File: src/rtl/pipeline_ctrl_if.sv
// ---------------------------------------------------------------------------
// pipeline_ctrl_if
//   Bundles the command/hazard inputs and latch-control outputs of the
//   pipeline sequencer so the debug unit, the datapath and the sequencer
//   share one connection.
//   master : debug/command unit + hazard logic (drives commands, reads status)
//   slave  : pipeline_ctrl (reads commands/hazards, drives latch controls)
//   Signals:
//     i_run_cmd, i_step_cmd        1-cycle command pulses
//     i_load_use_hazard            stall request from ID
//     i_branch_taken               taken branch resolved this cycle
//     i_halt_decoded               HALT sitting in ID
//     o_pc_enable                  PC load enable
//     o_latch_valid[N_STAGES]      per-latch enable (bit0 = IF/ID)
//     o_latch_flush[N_STAGES]      per-latch sync clear, wins over valid
//     o_state[3]                   IDLE=0 RUN=1 STEP=2 DRAIN=3 HALTED=4
//     o_halted                     state == HALTED
//     o_cycle_count[CNT_W]         advance cycles since reset (saturating)
// ---------------------------------------------------------------------------
interface pipeline_ctrl_if #(
    parameter int N_STAGES = 4,
    parameter int CNT_W    = 32
);
    logic                i_run_cmd;
    logic                i_step_cmd;
    logic                i_load_use_hazard;
    logic                i_branch_taken;
    logic                i_halt_decoded;
    logic                o_pc_enable;
    logic [N_STAGES-1:0] o_latch_valid;
    logic [N_STAGES-1:0] o_latch_flush;
    logic [2:0]          o_state;
    logic                o_halted;
    logic [CNT_W-1:0]    o_cycle_count;

    modport master (
        output i_run_cmd, i_step_cmd, i_load_use_hazard, i_branch_taken, i_halt_decoded,
        input  o_pc_enable, o_latch_valid, o_latch_flush, o_state, o_halted, o_cycle_count
    );

    modport slave (
        input  i_run_cmd, i_step_cmd, i_load_use_hazard, i_branch_taken, i_halt_decoded,
        output o_pc_enable, o_latch_valid, o_latch_flush, o_state, o_halted, o_cycle_count
    );
endinterface

File: src/rtl/pipeline_ctrl.sv
// ---------------------------------------------------------------------------
// pipeline_ctrl
//   Sequencer for the MIPS inter-stage latches (IF/ID, ID/EX, EX/MEM, MEM/WB)
//   and the PC. Supports continuous run, single step and HALT drain, with
//   load-use stall and branch flush handled in the same cycle they are seen.
//   Ports:
//     i_clock   clock, rising edge
//     i_reset   synchronous, active-high reset; forces all outputs to 0
//     bus       pipeline_ctrl_if.slave (commands/hazards in, latch controls out)
//   Latch controls are combinational from the state register and the hazard
//   inputs so a stall or flush takes effect on the latches in the same cycle.
// ---------------------------------------------------------------------------
module pipeline_ctrl #(
    parameter int N_STAGES = 4,
    parameter int CNT_W    = 32
) (
    input  logic            i_clock,
    input  logic            i_reset,
    pipeline_ctrl_if.slave  bus
);
    typedef enum logic [2:0] {
        IDLE   = 3'd0,
        RUN    = 3'd1,
        STEP   = 3'd2,
        DRAIN  = 3'd3,
        HALTED = 3'd4
    } state_t;

    // Drain counter only has to hold N_STAGES-2.
    localparam int DW = (N_STAGES > 2) ? $clog2(N_STAGES - 1) : 1;

    state_t           state;
    logic [DW-1:0]    drain_cnt;
    logic [CNT_W-1:0] cycle_cnt;
    logic             advance;

    assign advance = (state == RUN) || (state == STEP) || (state == DRAIN);

    // NOTE: every output gets a default before the case so no path leaves a
    // variable unassigned; otherwise synthesis infers latches.
    always_comb begin
        bus.o_pc_enable   = 1'b0;
        bus.o_latch_valid = '0;
        bus.o_latch_flush = '0;
        if (!i_reset) begin
            unique case (state)
                RUN, STEP: begin
                    if (bus.i_halt_decoded) begin
                        // HALT moves on into ID/EX; nothing new is fetched behind it.
                        bus.o_latch_valid    = '1;
                        bus.o_latch_flush[0] = 1'b1;
                    end else if (bus.i_load_use_hazard) begin
                        // Hold PC and IF/ID, inject a bubble into ID/EX. A branch
                        // seen this cycle is re-presented once the stall clears.
                        bus.o_latch_valid    = '1;
                        bus.o_latch_valid[0] = 1'b0;
                        bus.o_latch_flush[1] = 1'b1;
                    end else begin
                        bus.o_pc_enable      = 1'b1;
                        bus.o_latch_valid    = '1;
                        bus.o_latch_flush[0] = bus.i_branch_taken;
                    end
                end
                DRAIN: begin
                    bus.o_latch_valid    = '1;
                    bus.o_latch_flush[0] = 1'b1;
                end
                default: ;
            endcase
        end
    end

    // Status outputs read 0 while reset is held, matching the latch controls.
    assign bus.o_state       = i_reset ? 3'd0 : state;
    assign bus.o_halted      = !i_reset && (state == HALTED);
    assign bus.o_cycle_count = i_reset ? '0 : cycle_cnt;

    // NOTE: sequential state uses non-blocking assignments only, so every
    // register samples pre-edge values regardless of statement order.
    // Reset is synchronous: it is just the highest-priority branch.
    always_ff @(posedge i_clock) begin
        if (i_reset) begin
            state     <= IDLE;
            drain_cnt <= '0;
            cycle_cnt <= '0;
        end else begin
            if (advance && (cycle_cnt != {CNT_W{1'b1}}))
                cycle_cnt <= cycle_cnt + CNT_W'(1);

            unique case (state)
                IDLE: begin
                    if (bus.i_run_cmd)
                        state <= RUN;
                    else if (bus.i_step_cmd)
                        state <= STEP;
                end
                RUN: begin
                    if (bus.i_halt_decoded) begin
                        state     <= DRAIN;
                        drain_cnt <= DW'(N_STAGES - 2);
                    end
                end
                STEP: begin
                    if (bus.i_halt_decoded) begin
                        state     <= DRAIN;
                        drain_cnt <= DW'(N_STAGES - 2);
                    end else begin
                        state <= IDLE;
                    end
                end
                DRAIN: begin
                    // N_STAGES-1 drain cycles: counter runs N_STAGES-2 .. 0.
                    if (drain_cnt == '0)
                        state <= HALTED;
                    else
                        drain_cnt <= drain_cnt - DW'(1);
                end
                HALTED: state <= HALTED;
                default: state <= IDLE;
            endcase
        end
    end
endmodule

File: src/flat_wrapper.sv
// flat-port wrapper written by rule: the top's interface ports become plain ports
module pipeline_ctrl_flat 
#(
    parameter int N_STAGES = 4,
    parameter int CNT_W    = 32
)
  (i_clock, i_reset, bus_i_run_cmd, bus_i_step_cmd, bus_i_load_use_hazard, bus_i_branch_taken, bus_i_halt_decoded, bus_o_pc_enable, bus_o_latch_valid, bus_o_latch_flush, bus_o_state, bus_o_halted, bus_o_cycle_count);
  pipeline_ctrl_if #(.N_STAGES(N_STAGES), .CNT_W(CNT_W)) bus_i ();
  input  logic i_clock;
  input  logic i_reset;
  input wire logic [$bits(bus_i.i_run_cmd)-1:0] bus_i_run_cmd;
  input wire logic [$bits(bus_i.i_step_cmd)-1:0] bus_i_step_cmd;
  input wire logic [$bits(bus_i.i_load_use_hazard)-1:0] bus_i_load_use_hazard;
  input wire logic [$bits(bus_i.i_branch_taken)-1:0] bus_i_branch_taken;
  input wire logic [$bits(bus_i.i_halt_decoded)-1:0] bus_i_halt_decoded;
  output wire logic [$bits(bus_i.o_pc_enable)-1:0] bus_o_pc_enable;
  output wire logic [$bits(bus_i.o_latch_valid)-1:0] bus_o_latch_valid;
  output wire logic [$bits(bus_i.o_latch_flush)-1:0] bus_o_latch_flush;
  output wire logic [$bits(bus_i.o_state)-1:0] bus_o_state;
  output wire logic [$bits(bus_i.o_halted)-1:0] bus_o_halted;
  output wire logic [$bits(bus_i.o_cycle_count)-1:0] bus_o_cycle_count;
  assign bus_i.i_run_cmd = bus_i_run_cmd;
  assign bus_i.i_step_cmd = bus_i_step_cmd;
  assign bus_i.i_load_use_hazard = bus_i_load_use_hazard;
  assign bus_i.i_branch_taken = bus_i_branch_taken;
  assign bus_i.i_halt_decoded = bus_i_halt_decoded;
  assign bus_o_pc_enable = bus_i.o_pc_enable;
  assign bus_o_latch_valid = bus_i.o_latch_valid;
  assign bus_o_latch_flush = bus_i.o_latch_flush;
  assign bus_o_state = bus_i.o_state;
  assign bus_o_halted = bus_i.o_halted;
  assign bus_o_cycle_count = bus_i.o_cycle_count;
  pipeline_ctrl #(.N_STAGES(N_STAGES), .CNT_W(CNT_W)) u_core (.i_clock(i_clock), .i_reset(i_reset), .bus(bus_i));
endmodule
File: config.mk
export PLATFORM = sky130hd
export DESIGN_NAME = pipeline_ctrl_flat
export DESIGN_NICKNAME = d
export VERILOG_FILES = /design/src/rtl/pipeline_ctrl_if.sv /design/src/rtl/pipeline_ctrl.sv /design/src/flat_wrapper.sv
export SDC_FILE = /design/constraint.sdc
export NUM_CORES = 1
export LEC_CHECK = 0
export CORE_MARGIN = 2
export CORE_UTILIZATION = 45
export CTS_CLUSTER_SIZE = 12
export DETAILED_ROUTE_END_ITERATION = 8
export PLACE_DENSITY = 0.82
export SLEW_MARGIN = 30
export SYNTH_ARGS = -nofsm -noshare
export SYNTH_HDL_FRONTEND = slang
export SYNTH_SLANG_ARGS = --single-unit
File: constraint.sdc
create_clock -name i_clock -period 4.7 [get_ports i_clock]
set_clock_uncertainty 0.1 [all_clocks]
set_input_delay 0.47 -clock i_clock [delete_from_list [all_inputs] [get_ports i_clock]]
set_output_delay 0.47 -clock i_clock [all_outputs]
set_load 0.02 [all_outputs]
==> impl_metrics.toml, run 1 <==
[clock_tree]
cts_setup_buffers = 0
clkLatencyLatePin_ns = 0.30
clkSinkCount = 37
clk_pin_slew_ns = 0.08
cts_inserted_buffers = 5
post_cts_resized = 0
clockBufferDepth = 2
htreeDepth = 2
cts_tree = "done"
cts-root-buf = "clkbuf_8"
cts_hold_buf = 0

[yosys]
syn_area_um2 = 2300
synth_flop_cell = "dfxtp_1"
synth_area_leader_cell = "dfxtp_1"
synth_area_leaders = "dfxtp_1, nor2b_1, nor2_1"
synth_common_cells = "dfxtp_1, nor2b_1, nor2_1"
synthDistinctLibCells = 51
yosys_warnings = 0
synth-seq-cells = 37
synth_edf_count = 0
synth.most_common_cell = "dfxtp_1"
async_flop_share_pct = 0
synth_seq_area_share_pct = 32.1
syn_area_per_cell_um2 = 8.00
syn_inst = 288
synth.top_cell.area_share_pct = 32.1

[timing]
max_slew.worst_pin.slew_ns = 0.861
fmax_mhz = 337
setup_tns_ns = 0
slew_headroom_pct = 42.6
rsz0062_at_grt = "no"
setup_viol = 0
drv_slew = 0
hold_viol_final = 0
setup_ws_ns = 1.74
whs_ns = 0.409
post-route-min-period_ns = 2.96
finalCritPeriodShare_pct = 63.1

[global_route]
track_usage_pct = 19.9
grt_max_degree = 69
grt-ovfl-total = 0
antenna_found_initial = 0
grt_pass1_wl_mm = 8.79
grt_pass1_vias = 1840

[placed_design]
dpl.hpwl_mm = 3.92
place.gp.congestion = 0.846
place_inst = 389
portBuffers = 49
pre_cts_ws_ns = 1.76

[critical_path]
cp-start-kind = "register"
cpPeakStageDelay_ns = 0.80
crit_arrival_ns = 3.05
critical_path_required_ns = 4.79
cp_cell_sequence = "ha_1, nand4_1, or4_4, o31ai_4, nor3_1, mux2_1"
crit_slowest_cell = "o31ai_4"
worst-setup-path-type = "register to register"
crit_family = "simple AND/OR/NAND/NOR gates"
cp-end-kind = "register"
path_max_fanout = 24
worst-path-buf-inv = 0

[routing]
drt_iter0_drc = 153
wl_per_cell_um = 14.0
ant_nets = 0
wl_mm = 5.57
firstDrtPassIters = 4
via_count = 2229
drc = 0
via_per_inst = 5.61

[worst_hold_path]
min_path_type = "register to register"

[final_layout]
fillCellCount = 477
final_util_pct = 58.4
synthToLayoutAreaGrowth_pct = 27.0
layout-drive-gt1-share_pct = 6.42
layout.nets = 335
diodes = 0
final-instance-count-excl-fill = 397

[status]
status = "complete, no violations"

[run]
max-cap-violations = 0

[power_and_ir_drop]
power_density_nw_per_um2 = 288
ir_drop_mv = 0.188
power_leakage_nw = 0.953

[floorplanning]
die_area_um2 = 5710
die_w_um = 75.6
rows = 26
start_util_pct = 46.0
fp.dieH_um = 75.6
ios = 52
core_um2 = 5010
[sequential cells by signal, summed over array words and instances (netlist names)]
register / flops
u_core.cycle_cnt: 32
u_core.drain_cnt: 2
u_core.state: 3
[layout make-up]
type	instances	area (um^2)	area share (%)
Clock buffer	5	68.8	2.35
Clock inverter	3	65.1	2.22
Inverter	5	18.8	0.641
Multi-Input combinational cell	227	1450	49.6
Sequential cell	37	741	25.3
Tap cell	70	87.6	2.99
Timing Repair Buffer	50	493	16.8
[power breakdown]
part	switching (W)	total, W	internal [W]
sequential	0.0000218	0.000348	0.000326
combinational	0.0000963	0.000163	0.0000666
clock	0.000120	0.000330	0.000211
total	0.000238	0.000841	0.000604
[per-stage QoR]
step / total power (W) / instance area [um^2]
final: 0.000841 / 2930
after global routing: 0.000874 / 2930
after CTS: 0.000844 / 2930
after detailed placement: 0.000517 / 2790
after global placement: 0.000511 / 2790
after floorplan: 0.000472 / 2310
[routing by layer]
metal  global-route usage (%)  share of wire [%]  up-vias
met5                        0                  0        -
met4                     4.87               0.97        0
met3                     4.76                4.0        6
met2                     31.0                 48       56
met1                     27.7                 47     1054
li1                         -                  -     1113
[cells in the final DEF, fill, tap and decap left out, types with 2 or more instances in the layout]
| cell | netlist | final |
|---|---|---|
| nand4_2 | 2 | 2 |
| and4_1 | 4 | 4 |
| o21ai_1 | 6 | 6 |
| or4_1 | 4 | 4 |
| clkbuf_8 | 0 | 5 |
| conb_1 | 1 | 2 |
| o21ai_0 | 3 | 3 |
| a2111oi_2 | 2 | 2 |
| or3_1 | 10 | 10 |
| inv_1 | 5 | 5 |
| nand2_1 | 18 | 18 |
| bufinv_16 | 0 | 2 |
| dfxtp_1 | 37 | 37 |
| clkdlybuf4s50_1 | 0 | 48 |
| a311oi_1 | 4 | 4 |
| and3_1 | 4 | 4 |
| nor3_1 | 11 | 11 |
| mux2_1 | 8 | 8 |
| nor4_1 | 10 | 10 |
| xor2_1 | 3 | 3 |
| nand4_1 | 10 | 10 |
| nand3_1 | 8 | 8 |
| o31ai_1 | 3 | 3 |
| nand2b_1 | 2 | 2 |
| and2_1 | 3 | 3 |
| ha_1 | 2 | 2 |
| nor2_1 | 32 | 32 |
| nor2b_1 | 33 | 33 |
| a211oi_1 | 2 | 2 |
| xnor2_1 | 8 | 8 |
| a21oi_1 | 13 | 13 |
| or4_4 | 2 | 2 |
[kinds of logic after synthesis]
logic type / after synthesis / synth area share (%)
XOR/XNOR: 11 / 4.18
multiplexers: 10 / 4.83
AND/OR/NAND/NOR: 158 / 38.7
AO/OA/AOI/OAI: 44 / 13.9
flip-flops: 37 / 32.1
adder cells (fa/ha/maj): 2 / 1.09
buffers and inverters: 25 / 4.99
other: 1 / 0.163
[worst reg2reg max path, stage by stage, from the launching register on]
cell and delay, ns:
dfxtp_1 0.40, ha_1 0.26, nand4_1 0.13, or4_4 0.64
o31ai_4 0.80, nor3_1 0.17, mux2_1 0.35
[path summary, 6_finish.rpt]
kind / start / cells after the start / endpoint / slack [ns]
max: u_core.cycle_cnt[0] / 6 / u_core.cycle_cnt[29] / 1.74
min: u_core.drain_cnt[1] / 2 / u_core.drain_cnt[1] / 0.41
max reg2reg: u_core.cycle_cnt[0] / 6 / u_core.cycle_cnt[29] / 1.74
min reg2reg: u_core.drain_cnt[1] / 2 / u_core.drain_cnt[1] / 0.41
No activity file was read; power rests on OpenSTA's default activity.
==> inputs of run 2 (changes only) <==
- clock period: 4.7 -> 2.9 ns (I/O delays scaled with it)
==> run 2 against run 1 <==
Design area stayed put. Core utilization stayed put. Largest power group unchanged. Clock power is 23% higher. Wire length is 4.5% lower. Worst hold slack worse by 0.013 ns. Worst setup slack worse by 1.4 ns. Non-clock buffer count is 4 higher. Critical endpoint is now bus_o_latch_flush[0]. Total power is 48% higher.
==> impl_metrics.toml, run 2 (synthesis results as in run 1) <==
[final_layout]
synthToLayoutAreaGrowth_pct = 27.0
largest_register_ffs = 32
layout.nets = 339
layout-drive-gt1-share_pct = 8.16
regMostFlops = "u_core.cycle_cnt"
diodes = 0
top_regs = "u_core.cycle_cnt: 32 flops, u_core.state: 3 flops, u_core.drain_cnt: 2 flops"
final_cell_mix = "clkdlybuf4s50_1, dfxtp_1, nor2b_1, nor2_1, nand2_1"
final_common_cell = "clkdlybuf4s50_1"
final_util_pct = 58.4
fin_area_um2 = 2930

[timing]
setup_viol = 0
setup_tns_ns = 0
post-route-min-period_ns = 2.56
finalCritPeriodShare_pct = 88.1
slew_headroom_pct = 58.3
hold_viol_final = 0
whs_ns = 0.396
max_slew.worst_pin.slew_ns = 0.626
fmax_mhz = 391
drv_slew = 0
rsz0062_at_grt = "no"

[floorplanning]
die_w_um = 75.6
rows = 26
fp.dieH_um = 75.6
start_util_pct = 46.0
die_area_um2 = 5710
ios = 52
core_um2 = 5010

[placed_design]
dpl.hpwl_mm = 3.78
dpl_cell_area_um2 = 2820
place.gp.congestion = 0.901
portBuffers = 49

[critical_path]
reg2reg_from = "u_core.cycle_cnt[0]"
crit_arrival_ns = 2.17
crit_slowest_cell = "clkdlybuf4s50_1"
worstRegToRegCells = 7
cp_cell_sequence = "or2_0, nor2_1, a21boi_1, o31a_1, clkdlybuf4s50_1"
cpPeakStageDelay_ns = 0.59
r2r-end = "u_core.cycle_cnt[9]"
cp-start-kind = "register"
critical_path_required_ns = 2.51
rrSetupSlack_ns = 0.36
cp-end-kind = "output pin"
worst-setup-path-type = "register to output pin"
path_max_fanout = 6

[clock_tree]
cts_tree = "done"
cts-root-buf = "clkbuf_8"
cts_hold_buf = 0
clkSinkCount = 37
clk_pin_slew_ns = 0.07
cts_inserted_buffers = 5
htreeDepth = 2
clockBufferDepth = 2
clkLatencyLatePin_ns = 0.30

[power_and_ir_drop]
total_power_w = 0.00125
ir_drop_mv = 0.258
power_density_nw_per_um2 = 427
power_leakage_nw = 0.960

[global_route]
grt_pass1_vias = 1884
grt_max_degree = 69
grt_pass1_wl_mm = 8.65
track_usage_pct = 19.6
antenna_found_initial = 0
grt-ovfl-total = 0

[routing]
via_per_inst = 5.48
wl_mm = 5.31
firstDrtPassIters = 4
ant_nets = 0
drt_iter0_drc = 132
via_count = 2197
drc = 0
wl_per_cell_um = 13.2

[worst_hold_path]
hold_path.startpoint = "i_reset"
min_path_type = "input port to register"
hold_end = "u_core.state[0]"
hold_depth = 3

[run]
max-cap-violations = 0

[status]
status = "complete, no violations"
run 2: cell types whose count changed in the layout (fill, tap and decap cells not counted):
cell | before | now
dfxtp_1 | 37 | 35
dfxtp_2 | 0 | 2
clkbuf_8 | 5 | 7
bufinv_16 | 2 | 0
buf_4 | 1 | 5
run 2: timing repair:
action / in CTS / in global routing
setup endpoints to repair: 0 / 1
gates resized for setup: 0 / 2
buffers inserted: 0 / 0
run 2: final cells by class:
class	count	area, um^2
clock inverter	1	5.00
timing repair buffer	54	523
inverter	5	18.8
fill	484	2080
tap	70	87.6
multi-input combinational	227	1450
clock buffer	7	96.3
sequential	37	743
run 2: power breakdown:
part           internal, W  switching, W  leakage (nW)  total, W
Clock             0.000215      0.000192        0.0542  0.000407
Sequential        0.000530     0.0000318         0.300  0.000562
Combinational     0.000120      0.000159         0.606  0.000279
run 2: metal layers:
layer / GRT usage (%) / share of wire (%)
met3: 5.29 / 6.3
met2: 29.2 / 45
met4: 7.60 / 1.5
met5: 0 / 0
met1: 27.2 / 47
run 2: worst max-delay path by stage:
stage / startpoint / end / slack (ns)
2_1_floorplan: u_core.state[2] / bus_o_latch_flush[0] / 0.51
3_3_place_gp: u_core.cycle_cnt[0] / u_core.cycle_cnt[11] / 0.43
5_1_grt: u_core.state[1] / bus_o_latch_flush[0] / 0.13
3_5_place_dp: u_core.cycle_cnt[0] / u_core.cycle_cnt[9] / 0.36
6_report: u_core.state[2] / bus_o_latch_flush[0] / 0.34
4_1_cts: u_core.state[1] / bus_o_latch_flush[0] / 0.20
run 2: per-stage QoR:
| stage | cells | worst slack [ns] |
|---|---|---|
| 5_1_grt | 401 | 0.125 |
| 3_5_place_dp | 393 | 0.362 |
| 6_report | 401 | 0.344 |
| 3_3_place_gp | 393 | 0.431 |
| 2_1_floorplan | 289 | 0.510 |
| 4_1_cts | 401 | 0.199 |
run 2: critical path, delay by kind of cell, from the launching register on:
family,cells,cell delay [ns]
AO/OA/AOI/OAI,2,0.40
buffers and inverters,1,0.59
flip-flops,1,0.31
AND/OR/NAND/NOR,2,0.57
==> inputs of run 3 (changes only) <==
- GPL_TIMING_DRIVEN: unset -> 1
==> results of run 3 <==
Same layout as run 2: the final DEF is identical, and so are final timing and power.
